**src/rtl/bist_pkg.sv**
```systemverilog
// Shared types and defaults for the BIST session controller.
package bist_pkg;

    typedef enum logic [2:0] {
        IDLE,
        START,
        WAIT_END,
        GAP,
        DONE
    } bist_state_e;

    localparam int unsigned BIST_SIG_W = 16;
    localparam logic [BIST_SIG_W-1:0] BIST_GOLDEN = 16'h0000;

endpackage

```
**src/rtl/bist_run_timer.sv**
```systemverilog
// Loadable down-counter with a zero flag; times the START, WAIT_END and GAP intervals.
module bist_run_timer #(
    parameter int unsigned W = 12
) (
    input  logic         clock,
    input  logic         reset,
    input  logic         load,
    input  logic [W-1:0] load_val,
    input  logic         dec,
    output logic         zero_c
);

    logic [W-1:0] count;

    always_ff @(posedge clock or negedge reset) begin
        if (!reset) begin
            count <= '0;
        end else if (load) begin
            count <= load_val;
        end else if (dec && (count != '0)) begin
            count <= count - W'(1);
        end
    end

    assign zero_c = (count == '0);

endmodule

```
**src/rtl/bist_session_ctrl.sv**
```systemverilog
// BIST session initiator: pulses bist_start, captures each run's result, repeats NRUNS times.
// Optional BIST_CONSISTENCY_CHECK_EN: also fails runs whose signature differs from the first run.
module bist_session_ctrl
    import bist_pkg::*;
#(
    parameter int unsigned     SIG_W     = BIST_SIG_W,
    parameter int unsigned     NRUNS     = 5,
    parameter int unsigned     START_CYC = 3,
    parameter int unsigned     GAP_CYC   = 10,
    parameter int unsigned     TIMEOUT   = 4096,
    parameter logic [SIG_W-1:0] GOLDEN   = SIG_W'(BIST_GOLDEN)
) (
    input  logic                         clock,
    input  logic                         reset,
    input  logic                         go,
    output logic                         bist_start,
    input  logic                         bist_end,
    input  logic                         pass_fail,
    input  logic [SIG_W-1:0]             signature_in,
    output logic                         busy,
    output logic                         done,
    output logic                         session_pass,
    output logic [$clog2(NRUNS+1)-1:0]   run_count,
    output logic [$clog2(NRUNS+1)-1:0]   fail_count,
    output logic [SIG_W-1:0]             last_signature,
`ifdef BIST_CONSISTENCY_CHECK_EN
    output logic                         sig_mismatch,
`endif
    output logic                         timeout_err
);

    localparam int unsigned CNT_W  = $clog2(NRUNS + 1);
    localparam int unsigned T_MAX0 = (TIMEOUT > START_CYC) ? TIMEOUT : START_CYC;
    localparam int unsigned T_MAX  = (T_MAX0 > GAP_CYC) ? T_MAX0 : GAP_CYC;
    localparam int unsigned TMR_W  = $clog2(T_MAX + 1);

    // Timer is loaded with N-1 so each interval lasts exactly N cycles.
    localparam logic [TMR_W-1:0] START_LOAD   = TMR_W'(START_CYC - 1);
    localparam logic [TMR_W-1:0] TIMEOUT_LOAD = TMR_W'(TIMEOUT - 1);
    localparam logic [TMR_W-1:0] GAP_LOAD     = TMR_W'((GAP_CYC > 0) ? GAP_CYC - 1 : 0);
    localparam logic [CNT_W-1:0] CNT_MAX      = CNT_W'(NRUNS);

    bist_state_e        state, state_d;
    logic               bist_end_q;
    logic               end_rise;
    logic               run_fail;
    logic               bist_start_d, busy_d, done_d, session_pass_d, timeout_d;
    logic [CNT_W-1:0]   run_count_d, fail_count_d;
    logic [SIG_W-1:0]   last_sig_d;
    logic               tmr_load, tmr_dec, tmr_zero;
    logic [TMR_W-1:0]   tmr_val;

`ifdef BIST_CONSISTENCY_CHECK_EN
    logic [SIG_W-1:0]   reference_sig, reference_sig_d;
    logic               sig_mismatch_d;
    logic               ref_diff;
`endif

    function automatic logic [CNT_W-1:0] sat_inc(input logic [CNT_W-1:0] v);
        return (v >= CNT_MAX) ? v : v + CNT_W'(1);
    endfunction

    bist_run_timer #(.W(TMR_W)) u_timer (
        .clock    (clock),
        .reset    (reset),
        .load     (tmr_load),
        .load_val (tmr_val),
        .dec      (tmr_dec),
        .zero_c   (tmr_zero)
    );

    assign end_rise = bist_end && !bist_end_q;

`ifdef BIST_CONSISTENCY_CHECK_EN
    assign ref_diff = (run_count != '0) && (signature_in != reference_sig);
    assign run_fail = (signature_in != GOLDEN) || !pass_fail || ref_diff;
`else
    assign run_fail = (signature_in != GOLDEN) || !pass_fail;
`endif

    // State and registered outputs.
    always_ff @(posedge clock or negedge reset) begin
        if (!reset) begin
            state          <= IDLE;
            bist_end_q     <= 1'b0;
            bist_start     <= 1'b0;
            busy           <= 1'b0;
            done           <= 1'b0;
            session_pass   <= 1'b0;
            run_count      <= '0;
            fail_count     <= '0;
            last_signature <= '0;
            timeout_err    <= 1'b0;
`ifdef BIST_CONSISTENCY_CHECK_EN
            reference_sig  <= '0;
            sig_mismatch   <= 1'b0;
`endif
        end else begin
            state          <= state_d;
            bist_end_q     <= bist_end;
            bist_start     <= bist_start_d;
            busy           <= busy_d;
            done           <= done_d;
            session_pass   <= session_pass_d;
            run_count      <= run_count_d;
            fail_count     <= fail_count_d;
            last_signature <= last_sig_d;
            timeout_err    <= timeout_d;
`ifdef BIST_CONSISTENCY_CHECK_EN
            reference_sig  <= reference_sig_d;
            sig_mismatch   <= sig_mismatch_d;
`endif
        end
    end

    // Next-state and next-output logic.
    always_comb begin
        state_d        = state;
        bist_start_d   = bist_start;
        busy_d         = busy;
        done_d         = done;
        session_pass_d = session_pass;
        run_count_d    = run_count;
        fail_count_d   = fail_count;
        last_sig_d     = last_signature;
        timeout_d      = timeout_err;
        tmr_load       = 1'b0;
        tmr_val        = '0;
        tmr_dec        = 1'b0;
`ifdef BIST_CONSISTENCY_CHECK_EN
        reference_sig_d = reference_sig;
        sig_mismatch_d  = sig_mismatch;
`endif

        case (state)
            IDLE, DONE: begin
                if (go) begin
                    state_d        = START;
                    bist_start_d   = 1'b1;
                    busy_d         = 1'b1;
                    done_d         = 1'b0;
                    session_pass_d = 1'b0;
                    run_count_d    = '0;
                    fail_count_d   = '0;
                    timeout_d      = 1'b0;
                    tmr_load       = 1'b1;
                    tmr_val        = START_LOAD;
`ifdef BIST_CONSISTENCY_CHECK_EN
                    sig_mismatch_d = 1'b0;
`endif
                end
            end
            START: begin
                if (tmr_zero) begin
                    state_d      = WAIT_END;
                    bist_start_d = 1'b0;
                    tmr_load     = 1'b1;
                    tmr_val      = TIMEOUT_LOAD;
                end else begin
                    tmr_dec = 1'b1;
                end
            end
            WAIT_END: begin
                // A completion edge wins over a timer expiring in the same cycle.
                if (end_rise) begin
                    state_d     = GAP;
                    last_sig_d  = signature_in;
                    run_count_d = sat_inc(run_count);
                    if (run_fail) begin
                        fail_count_d = sat_inc(fail_count);
                    end
                    tmr_load = 1'b1;
                    tmr_val  = GAP_LOAD;
`ifdef BIST_CONSISTENCY_CHECK_EN
                    if (run_count == '0) begin
                        reference_sig_d = signature_in;
                    end else if (ref_diff) begin
                        sig_mismatch_d = 1'b1;
                    end
`endif
                end else if (tmr_zero) begin
                    state_d        = DONE;
                    timeout_d      = 1'b1;
                    run_count_d    = sat_inc(run_count);
                    fail_count_d   = sat_inc(fail_count);
                    busy_d         = 1'b0;
                    done_d         = 1'b1;
                    session_pass_d = 1'b0;
                end else begin
                    tmr_dec = 1'b1;
                end
            end
            GAP: begin
                if (!tmr_zero) begin
                    tmr_dec = 1'b1;
                end else if (run_count >= CNT_MAX) begin
                    state_d        = DONE;
                    busy_d         = 1'b0;
                    done_d         = 1'b1;
                    session_pass_d = (fail_count == '0) && !timeout_err;
                end else begin
                    state_d      = START;
                    bist_start_d = 1'b1;
                    tmr_load     = 1'b1;
                    tmr_val      = START_LOAD;
                end
            end
            default: begin
                state_d = IDLE;
            end
        endcase
    end

endmodule

```
**config.mk**
```make
export PLATFORM = sky130hd
export DESIGN_NAME = bist_session_ctrl
export DESIGN_NICKNAME = d
export VERILOG_FILES = /design/src/rtl/bist_pkg.sv /design/src/rtl/bist_run_timer.sv /design/src/rtl/bist_session_ctrl.sv
export SDC_FILE = /design/constraint.sdc
export NUM_CORES = 1
export LEC_CHECK = 0
export CAP_MARGIN = 20
export CELL_PAD_IN_SITES_DETAIL_PLACEMENT = 0
export CELL_PAD_IN_SITES_GLOBAL_PLACEMENT = 1
export CORE_ASPECT_RATIO = 0.6
export CORE_UTILIZATION = 30
export DETAILED_ROUTE_END_ITERATION = 10
export DONT_BUFFER_PORTS = 1
export PLACE_DENSITY = 0.57
export SYNTH_ARGS = -nofsm -noshare
export SYNTH_HDL_FRONTEND = slang
export SYNTH_SLANG_ARGS = --single-unit
```
**constraint.sdc**
```tcl
create_clock -name clock -period 2.8 [get_ports clock]
set_input_delay 0.56 -clock clock [delete_from_list [all_inputs] [get_ports clock]]
set_output_delay 0.56 -clock clock [all_outputs]
set_load 0.005 [all_outputs]
```
# Word-level counts from Yosys, hierarchy flattened
# Cells that the tools add are included.
# op_classes
n_addsub	3
magnitude_cmp	2
n_eq_ne	13
mux	53
n_reduce_logical	25
# op_table
op	count
12-bit case mux with 4 select lines	1
3-bit two-way mux	14
13-bit two-way mux	2
1-bit two-way mux	21
16-bit nonzero test	1
2-bit inequality test, second input constant	7
13-bit logical NOT	1
13-bit nonzero test	1
13-bit by 1-bit subtractor with 13-bit output, second input constant	1
12-bit two-way mux	1
1-bit case mux with 3 select lines	4
3-bit case mux with 2 select lines	2
3-bit case mux with 4 select lines	1
4-bit AND reduction	3
3-bit by 1-bit adder with 3-bit output, second input constant	2
3-bit by 2-bit == test with 1-bit output, second input constant	2
3-bit >= comparator, second input constant	2
3-bit logical NOT	2
2-bit two-way mux	3
3-bit inequality test, second input constant	2
6-bit AND reduction	1
3-bit nonzero test	2
5-bit AND reduction	1
4-bit two-way mux	1
other kinds (11)	18
# totals
register_bits	44
inputBits	21
output_inout_bits	27
word_cells	107

# Depth between registers and ports, before layout
# depth
word_depth	7
depth_mapped	9
depth_no_buf	7

# Hierarchy
# A second synthesis with hierarchy kept.
# unflattened
hier_cells	235
hier_area_um2	2508.7
# by_module_without_submodules
mod	n_inst	cells_per_inst	area_per_inst_um2	seq_area_each_um2
bist_session_ctrl	1	132	1610.3	775.7
bist_run_timer	1	103	898.4	325.3

# Least setup slack after synthesis
# Ideal clock, no wire load.
# synth_path
path_kind	register to register
startpoint	register run_count[0]
endpoint	register u_timer.count[4]
setup_ps	146
arrival_ps	1806
required_time_ps	2654
slack_ps	848
stages_incl_launch_ff	8
n_path_buf	1
period_less_slack_ps	1952
cell_sequence	dfrtp_1 ha_1 o31ai_1 nand3_1 o21ai_2 nand2b_1 buf_2 a311oi_1
# synth_between
elab_chain_len	5
word_cells_on_any_way	6
classes_between	order compare: 1; mux: 4; reduce/logical: 1
# synth_lines
element	line_no	rtl
start, declared	bist_session_ctrl.sv:23	output logic [$clog2(NRUNS+1)-1:0] run_count,
start signal, assigned	bist_session_ctrl.sv:105	run_count <= run_count_d;
3-bit >= comparator *	bist_session_ctrl.sv:196	end else if (run_count >= CNT_MAX) begin
1-bit two-way mux *	bist_session_ctrl.sv:196	
1-bit two-way mux *	bist_session_ctrl.sv:194	if (!tmr_zero) begin
1-bit case mux with 4 select lines *	bist_session_ctrl.sv:135	case (state)
13-bit two-way mux or 2-bit nonzero test (tied branches)	-	
end signal, assigned	bist_run_timer.sv:19	count <= load_val;
end signal, assigned	bist_run_timer.sv:21	count <= count - W'(1);
end, declared	bist_run_timer.sv:13	logic [W-1:0] count;
# Mark *: on every way between the ends. The rest lies on a longest branch, timed or not.
# A chain may end at the register's enable or synchronous reset.

# Final worst setup path
# layout_path
startpoint	register u_timer.count[0]
endpoint	register u_timer.count[9]
# layout_between
elab_chain_len	6
word_cells_on_any_way	15
classes_between	add/sub: 1; mux: 10; reduce/logical: 4
# layout_lines
element
branches (longest 6 deep; another with 13-bit by 1-bit subtractor with 13-bit output)
# Several ways; the timed one is not identified. The select of a mux whose other input is x is not followed.

==> out/results.txt <==
The run finished with clean final reports. The critical path goes through inv_1, ha_1, nor3b_4, and4b_1, nor3_2, a211oi_1, nor4_2. Of all flip-flops after synthesis, the portion carrying an async set or reset was 100%. For the post-layout net count, the log shows 237. The run gives 1587 as the count of vias placed by the detailed router. The area share of the leading cell type in the synthesized netlist is 47.5%, and the area growth from synthesis to layout is 13.1%.

The worst-margin pin slew is 846 ps. The tools report the starting utilization of the core area as 31.5%. Between clock sinks in the finished design, the worst skew comes to 3.74 ps.

In the synthesized netlist the dominant register cell turns out to be dfrtp_1. TritonCTS built the clock tree. The remaining routing DRC violations was 0; the post-synthesis sequential element count was 44.

Before CTS, the worst setup slack after placement is 355 ps. The tools report the warning count from the yosys run as 0. The worst setup path is of the reg2reg kind.

The number of synthesized flops with an enable pin was 0; the number of iterations in the first detailed-routing pass was 4. Across the run, the number of max-cap violations was 0. Number of antenna violations at the first check in global routing: 0. The period utilization is 88.9%, and the later-pin clock latency in the skew report is 290 ps.

Power spread over the standard cell area amounts to 987 nW/um^2. The post-route non-filler standard cell count was 315. Setup violations remaining at the end of the flow were counted as 0.

Boundary pin count: 48. The slowest stage of the critical path belongs to the cell nor3_2. The global-route wire length before repair was 8.90 mm. For the worst-case vdd ir drop, the log shows 0.000276 V.

The critical path ends at u_timer.count[9]. The largest single stage delay on the critical path is 720 ps. Counting along the longest clock path gives a buffer depth of 2. STA classifies the critical path endpoint as a register.

Counting buffers and inverters, the worst setup path is 7 cells deep. Detailed placement finished with a half-perimeter wire length of 3.77 mm. STA classifies the critical path startpoint as a register.

The library cell used most frequently in the layout, excluding fill and tap cells, is dfrtp_1. The pin count of the biggest net entering global routing came out at 45. Of all cell types, the one taking the most synthesized area is dfrtp_1. Static timing analysis puts the maximum clock frequency at 402 MHz. The logs give 24 for the number of standard-cell rows in the floorplan and 1.14 nW for the static leakage. Final wirelength: 5.29 mm.

During placement, the flow inserted port buffers numbering 0. CTS saw 44 sinks. Leaving out fill and tap cells, the most frequent cells in the layout are dfrtp_1, nand2_1, nor2_1. The area enclosed by the die boundary was 8090 sq um. The clock tree root buffer cell is clkbuf_16. The distinct cell type count of the synthesized netlist is 59, and the largest fanout on the critical path is 13.

The sequential-to-total area share from yosys stat came out at 47.5%. The logs give 0 for the number of resized instances in the post-cts repair step and 310 ps for the register-to-register setup slack. Fill cells in the final layout number 745. Tracing the worst setup path back leads to its startpoint at u_timer.count[0]. Global routing consumed, over all layers together, 14.8% of the routing resources. The cell area that synthesis handed to floorplanning was 2320 sq um. The depth of the worst register-to-register path is 7, and the die boundary height is 70.1 um. In the post-synthesis netlist, the biggest area contributors are dfrtp_1, mux2_1, ha_1, nand2_1, mux2_2.

The minimum clock period was 2490 ps; the number of setup buffers added after CTS was 0. Once detail routing completed, the nets flagged for antenna violations numbered 0. The number of hold violations in the final report is 0, and the post-detailed-route via-to-cell ratio is 5.04. Family with the most delay on the worst path: simple AND/OR/NAND/NOR gates.

The run gives 0 as the number of pins with negative max-slew slack in the final report. The share of post-route cells with drive strength above 1 is 15.6%, and the core region area is 7360 sq um. For the count of hold buffers inserted by post-cts repair, the log shows 1. In this run the critical register-to-register path is captured at u_timer.count[9]. The logs give 2680 ps for the worst endpoint data arrival time and 306 for the number of placed cells counting well taps. The number of global-route vias before repair came out at 1643.

The average size of a mapped cell works out to 11.2 sq um. Setup repair after global routing left no endpoint under its margin. The run gives 0.711 as the last weighted congestion value of the routability-driven placer. After detailed routing, the average wire length per cell comes to 16.8 um. The run gives 5 as the total CTS buffers. CTS built an H-tree with a depth of 2. The tools report the count of mapped cells out of synthesis as 207. The post-synth net total was 234. Setup total negative slack on the finished layout was measured at 0 ps. The horizontal die dimension was 115 um; the final worst-path setup slack was 311 ps.

The run gives 0 as the number of antenna diodes. After the first detailed-routing iteration, the DRC count stood at 84. The number of buffer and inverter instances along the worst setup path is 1, and the overall overflow remaining after global route is 0.

Clock transition at the register clock pins on the worst setup and hold paths after CTS: 60 ps. The startpoint of the worst register-to-register path was u_timer.count[0]. The worst slew margin relative to its limit is 43.3%. The tools report the critical path data required time as 2990 ps. In this run the worst hold path is classified as in2async.
-- worst reg2reg max path, delay by kind of cell (launching register included) --
| family | cells | cell delay [ps] |
|---|---|---|
| buffers and inverters | 1 | 60 |
| adders and majority gates | 1 | 220 |
| and+or+nand+nor | 4 | 1520 |
| AOI/OAI and AO/OA | 1 | 190 |
| DFF | 1 | 410 |
-- Yosys cell counts, types with 2 or more instances --
library cell / instances
and3_1: 2
nor3_1: 5
a21oi_1: 9
ha_1: 6
and4_1: 2
a31oi_1: 2
nand2_1: 17
mux2_2: 5
nand4_1: 3
xnor2_1: 2
nor4b_1: 2
nor2b_1: 2
nand2b_1: 2
nor3b_4: 2
inv_1: 8
mux2_1: 12
nor4_1: 4
a311oi_1: 4
or3_1: 2
buf_6: 2
a211oi_2: 2
o21ai_0: 2
nor4_2: 2
a211oi_1: 3
dfrtp_1: 44
buf_2: 5
o31ai_1: 2
nor2_1: 15
o21a_1: 2
o21ai_1: 5
nand3_1: 4
-- cell type report --
class	instances	area [sq um]	share of cell area, %
Clock buffer	6	139	5.30
Clock inverter	2	38.8	1.48
Inverter	8	30.0	1.15
Multi-Input combinational cell	147	1130	43.2
Sequential cell	44	1100	42.0
Tap cell	104	130	4.97
Timing Repair Buffer	4	50.0	1.91
-- metal layers --
| layer | share of wire [%] | GRT usage [%] | up-vias |
|---|---|---|---|
| met1 | 57 | 24.1 | 763 |
| met3 | 5.8 | 3.82 | 7 |
| met5 | 0 | 0 | - |
| met2 | 36 | 17.8 | 42 |
| li1 | - | - | 775 |
| met4 | 1.3 | 5.19 | 0 |
-- worst min path at each step --
| stage | endpoint | startpoint |
|---|---|---|
| 2_1_floorplan | bist_end_q | reset |
| 3_3_place_gp | u_timer.count[4] | reset |
| 3_5_place_dp | u_timer.count[4] | reset |
| 4_1_cts | u_timer.count[3] | reset |
| 5_1_grt | last_signature[7] | reset |
| 6_report | state[0] | reset |
-- through the flow --
stage / util (%) / power [W] / hold WS, ps / cell area (sq um)
5_1_grt: 35.6 / 0.00278 / 131 / 2620
3_5_place_dp: 32.8 / 0.00187 / 267 / 2410
3_3_place_gp: 32.8 / 0.00188 / 267 / 2410
6_report: 35.6 / 0.00258 / 113 / 2620
4_1_cts: 35.6 / 0.00261 / 126 / 2620
2_1_floorplan: - / 0.00170 / 264 / 2320
-- power by group --
part           total (W)  switching, W  internal (W)
registers        0.00105      0.000234      0.000814
clock network   0.000701      0.000253      0.000447
logic           0.000836      0.000473      0.000363
-- state kept, by name, indices dropped and copies added (netlist names) --
name	count
last_signature	16
bist_start	1
busy	1
session_pass	1
u_timer.count	13
bist_end_q	1
run_count	3
done	1
fail_count	3
state	3
timeout_err	1
-- logic make-up after synthesis --
logic type / after synthesis / synth area share, %
multiplexers: 18 / 8.69
buffers and inverters: 16 / 3.67
adder cells (fa/ha/maj): 6 / 3.24
AO/OA/AOI/OAI: 45 / 14.5
XOR/XNOR: 2 / 0.756
flip-flops: 44 / 47.5
AND/OR/NAND/NOR: 76 / 21.6
(Power assumes the default switching activity.)
